### src/rtl/alu_sequencer.sv
`default_nettype none
// ============================================================================
// Module   : alu_sequencer
// Purpose  : Multi-cycle controller that decodes MOV/ALU instructions and
//            sequences register file, A/B/C/status loads, shifter and ALU.
// Revision : 1.0  initial release
// ============================================================================
module alu_sequencer (
    input  logic        clk,
    input  logic        reset,
    input  logic        in_valid,
    input  logic [15:0] in_instr,
    output logic        in_ready,
    output logic        done,
    output logic        err,
    output logic [2:0]  nsel,
    output logic        loada,
    output logic        loadb,
    output logic        loadc,
    output logic        loads,
    output logic        asel,
    output logic        vsel,
    output logic        write,
    output logic [1:0]  alu_op,
    output logic [1:0]  shift,
    output logic [15:0] sximm8
);

    typedef enum logic [2:0] {
        S_WAIT      = 3'd0,
        S_DECODE    = 3'd1,
        S_GET_A     = 3'd2,
        S_GET_B     = 3'd3,
        S_EXEC      = 3'd4,
        S_WRITE_REG = 3'd5,
        S_WRITE_IMM = 3'd6
    } state_t;

    state_t      r_state;
    state_t      w_next;
    logic [15:0] r_ir;

    logic [2:0]  w_opc;
    logic [1:0]  w_op;
    logic [2:0]  w_rn;
    logic [2:0]  w_rd;
    logic [1:0]  w_sh;
    logic [2:0]  w_rm;
    logic        w_is_movi;
    logic        w_is_movr;
    logic        w_is_alu;
    logic        w_is_cmp;
    logic        w_is_mvn;
    logic        w_legal;

    assign w_opc     = r_ir[15:13];
    assign w_op      = r_ir[12:11];
    assign w_rn      = r_ir[10:8];
    assign w_rd      = r_ir[7:5];
    assign w_sh      = r_ir[4:3];
    assign w_rm      = r_ir[2:0];
    assign w_is_movi = (w_opc == 3'b110) && (w_op == 2'b10);
    assign w_is_movr = (w_opc == 3'b110) && (w_op == 2'b00);
    assign w_is_alu  = (w_opc == 3'b101);
    assign w_is_cmp  = w_is_alu && (w_op == 2'b01);
    assign w_is_mvn  = w_is_alu && (w_op == 2'b11);
    assign w_legal   = w_is_movi || w_is_movr || w_is_alu;

    assign sximm8 = {{8{r_ir[7]}}, r_ir[7:0]};

    always_ff @(posedge clk or posedge reset) begin
        if (reset) begin
            r_state <= S_WAIT;
            r_ir    <= 16'h0000;
        end else begin
            r_state <= w_next;
            if ((r_state == S_WAIT) && in_valid) begin
                r_ir <= in_instr;
            end
        end
    end

    always_comb begin
        w_next   = r_state;
        in_ready = 1'b0;
        done     = 1'b0;
        err      = 1'b0;
        nsel     = 3'd0;
        loada    = 1'b0;
        loadb    = 1'b0;
        loadc    = 1'b0;
        loads    = 1'b0;
        asel     = 1'b0;
        vsel     = 1'b0;
        write    = 1'b0;
        alu_op   = 2'b00;
        shift    = 2'b00;
        case (r_state)
            S_WAIT: begin
                in_ready = 1'b1;
                if (in_valid) begin
                    w_next = S_DECODE;
                end
            end
            S_DECODE: begin
                if (!w_legal) begin
                    done   = 1'b1;
                    err    = 1'b1;
                    w_next = S_WAIT;
                end else if (w_is_movi) begin
                    w_next = S_WRITE_IMM;
                end else if (w_is_movr || w_is_mvn) begin
                    w_next = S_GET_B;
                end else begin
                    w_next = S_GET_A;
                end
            end
            S_GET_A: begin
                nsel   = w_rn;
                loada  = 1'b1;
                w_next = S_GET_B;
            end
            S_GET_B: begin
                nsel   = w_rm;
                loadb  = 1'b1;
                w_next = S_EXEC;
            end
            S_EXEC: begin
                shift = w_sh;
                if (w_is_cmp) begin
                    alu_op = 2'b01;
                    loads  = 1'b1;
                    done   = 1'b1;
                    w_next = S_WAIT;
                end else begin
                    // MOV reg passes B through as 0 + B
                    alu_op = w_is_movr ? 2'b00 : w_op;
                    asel   = w_is_movr;
                    loadc  = 1'b1;
                    w_next = S_WRITE_REG;
                end
            end
            S_WRITE_REG: begin
                nsel   = w_rd;
                write  = 1'b1;
                done   = 1'b1;
                w_next = S_WAIT;
            end
            S_WRITE_IMM: begin
                nsel   = w_rn;
                vsel   = 1'b1;
                write  = 1'b1;
                done   = 1'b1;
                w_next = S_WAIT;
            end
            default: begin
                w_next = S_WAIT;
            end
        endcase
    end

endmodule
`default_nettype wire

### config.mk
export PLATFORM = sky130hd
export DESIGN_NAME = alu_sequencer
export DESIGN_NICKNAME = d
export VERILOG_FILES = /design/src/rtl/alu_sequencer.sv
export SDC_FILE = /design/constraint.sdc
export NUM_CORES = 1
export LEC_CHECK = 0
export BUFFER_PORTS_ARGS = -buffer_cell sky130_fd_sc_hd__buf_2
export CORE_ASPECT_RATIO = 1.25
export CORE_MARGIN = 3
export CORE_UTILIZATION = 50
export CTS_CLUSTER_SIZE = 28
export DETAILED_ROUTE_END_ITERATION = 7
export GPL_TIMING_DRIVEN = 0
export PLACE_DENSITY = 0.85
export SLEW_MARGIN = 20
export SYNTH_ARGS = -nofsm -noshare
export SYNTH_HDL_FRONTEND = slang
export SYNTH_SLANG_ARGS = --single-unit
### constraint.sdc
create_clock -name clk -period 3.8 [get_ports clk]
set_input_delay 0.19 -clock clk [delete_from_list [all_inputs] [get_ports clk]]
set_output_delay 0.19 -clock clk [all_outputs]
set_load 0.03 [all_outputs]
==> results_dict.tcl <==
set metrics [dict create \
    status "complete, no violations" \
    syn_area_sq_um 1190 \
    critPathCaptureType "output port" \
    finalInstanceArea_sq_um 1510 \
    io_pins 52 \
    dpl_cell_area_sq_um 1480 \
    num_rows 19 \
    power_w 0.00156 \
    core-area_sq_um 2230 \
    synthCells 105 \
    rr_worst_depth 6 \
    seq_area_frac_synth_pct 40.0 \
    synth_top_area_cell "dfrtp_1" \
    min_period_ps 1980 \
    grt_pass1_wl_microns 4110 \
    drt_iter0_markers 18 \
    timing.fmax_ghz 0.505 \
    place_inst 187 \
    hold_class "primary input to asynchronous set/reset pin" \
    cts_sinks 19 \
    vias_per_cell 5.03 \
    routedWlPerCell_microns 13.4 \
    hold_ws_ps 3.72 \
    clockBufferDepth 2 \
    synth_area_leaders "dfrtp_1 (40%), mux2_4 (11%), buf_4 (10%)" \
    yosys-top-cells-count "dfrtp_1 (19), buf_4 (16), mux2_4 (9)" \
    grt_pass1_vias 908 \
    clockRootBuffer "clkbuf_4" \
    multi_input_area_sq_um 532 \
    worstSetupStartpointType "register" \
    rsz0062_at_grt "false" \
    vias 960 \
    seqCellArea_sq_um 475 \
    drive_gt1_share_pct 53.8 \
    finalNetCount 180 \
    setup_viol 0 \
    cts_tree "yes" \
    drt-total-wl_microns 2560 \
    grt_usage_pct 17.5 \
    hpwl_microns 2090 \
    synth-main-ff-cell "dfrtp_1" \
    remaining_drc_errors 0 \
    worst_pin_slew_ps 716 \
    antenna_found_initial 0 \
    dieArea_sq_um 3000 \
    drv_cap 0 \
    die_width_microns 49.6 \
    post-synth-top-count-cell "dfrtp_1" \
    cp.required_ps 3610 \
    worst_skew_pair.late_latency_ps 280 \
    die_h_microns 60.5 \
    clk_pin_slew_ps 110 \
    syn-mean-instance-area_sq_um 11.3 \
    port_buffers 51 \
    cts_hold_buffers 0 \
    max-vdd-ir-drop_mv 0.695 \
    finalHoldViolations 0 \
    syn_nets 124 \
    post-route-period-util_pct 52.1 \
    finalWeightedCongestion 0.786 \
    yosysWarnings 0 \
    fin_cells 191 \
    postCtsSetupBuffers 0 \
    synthToLayoutAreaGrowth_pct 26.9 \
    nFillCells 194 \
    ys_ff_latch 19 \
    crit_path_max_fanout 10 \
    diodes 0 \
    drtPass1Iterations 4 \
    overflow 0 \
    finalSetupTns_ps 0 \
    p_per_area_nw_per_um2 1030 \
    cts_resized 0 \
    p_leak_nw 0.806 \
    fin_worst_skew_ps 2.53 \
    synth_top_cell_area_share_pct 40.0 \
    synth-async-reset-ratio_pct 100 \
    yosysUniqueCellTypes 35 \
    slew_headroom_pct 52.2 \
    critPathKind "register to output port" \
    cts_buffers 3 \
    crit_arrival_ps 1790 \
    synth_edf_count 0 \
    grt_max_degree 20 \
    detail-route-antenna-nets 0 \
    h-tree-depth 1 \
    drv_slew 0 \
    start_util_pct 53.2 \
]
==> routing by layer <==
| layer | part of all wire [%] | vias to the layer above | global-route usage (%) |
|---|---|---|---|
| li1 | - | 467 | - |
| met4 | 1.4 | 0 | 6.32 |
| met1 | 39 | 457 | 20.3 |
| met5 | 0 | - | 0 |
| met3 | 6.0 | 5 | 2.95 |
| met2 | 54 | 31 | 32.7 |
==> where the power goes <==
group	total [W]	internal, W	leakage [nW]	switching, W
combinational	0.00105	0.000472	0.564	0.000577
clock	0.0000992	0.0000407	0.0150	0.0000585
sequential	0.000414	0.000305	0.227	0.000108
==> state kept, by name (all words and copies together), names as in the netlist <==
register / count
r_state: 3
r_ir: 16
==> cell type report <==
type,count,area share (%)
tap,31,2.57
multi-input combinational,62,35.2
inverter,3,0.746
clock buffer,4,1.74
buffer,21,11.4
timing repair buffer,51,16.9
sequential,19,31.5
==> placed cells by master (no fill, tap or decap), drive strengths merged, types with 2 or more instances in the layout <==
cell | synthesis | layout
and2 | 5 | 5
nor2 | 3 | 3
mux2 | 15 | 15
clkbuf | 1 | 5
o21ai | 3 | 3
a211oi | 2 | 2
nor2b | 4 | 4
and3 | 2 | 2
a21oi | 2 | 2
nand2b | 3 | 3
nor3b | 2 | 2
nand2 | 2 | 2
a22o | 6 | 6
buf | 20 | 71
nor3 | 3 | 3
inv | 3 | 3
dfrtp | 19 | 19
==> kinds of logic (layout without fill, tap and decap cells) <==
kind of cell	count (synthesis)	in the layout	synth area share (%)
AND/OR/NAND/NOR	29	29	16.4
multiplexers	15	15	17.0
flip-flops	19	19	40.0
buffers and inverters	24	79	15.4
AO/OA/AOI/OAI	18	18	11.3
==> path summary, 6_finish.rpt <==
kind                                   from  slack (ps)      end
worst min register to register      r_ir[4]         520  r_ir[4]
worst max-delay path             r_state[1]        1820  nsel[2]
max in group asynchronous             reset        3350  r_ir[9]
worst min-delay path                  reset           4  r_ir[5]
min in group clk                in_instr[4]         110  r_ir[4]
worst max register to register   r_state[2]        2180  r_ir[6]
==> worst max-delay path, stage by stage, from the launching register on <==
cell and delay [ps]:
dfrtp_1 470, buf_2 240, nor2b_1 280, a22o_1 200, a22o_1 120, buf_2 200
==> per-stage QoR <==
stage	util, %	setup slack [ps]
6_report	67.6	1820
2_1_floorplan	-	1730
4_1_cts	67.6	1830
3_3_place_gp	66.4	2200
5_1_grt	67.6	1690
3_5_place_dp	66.4	2160
Note: power is estimated with default switching activity, not from simulation.
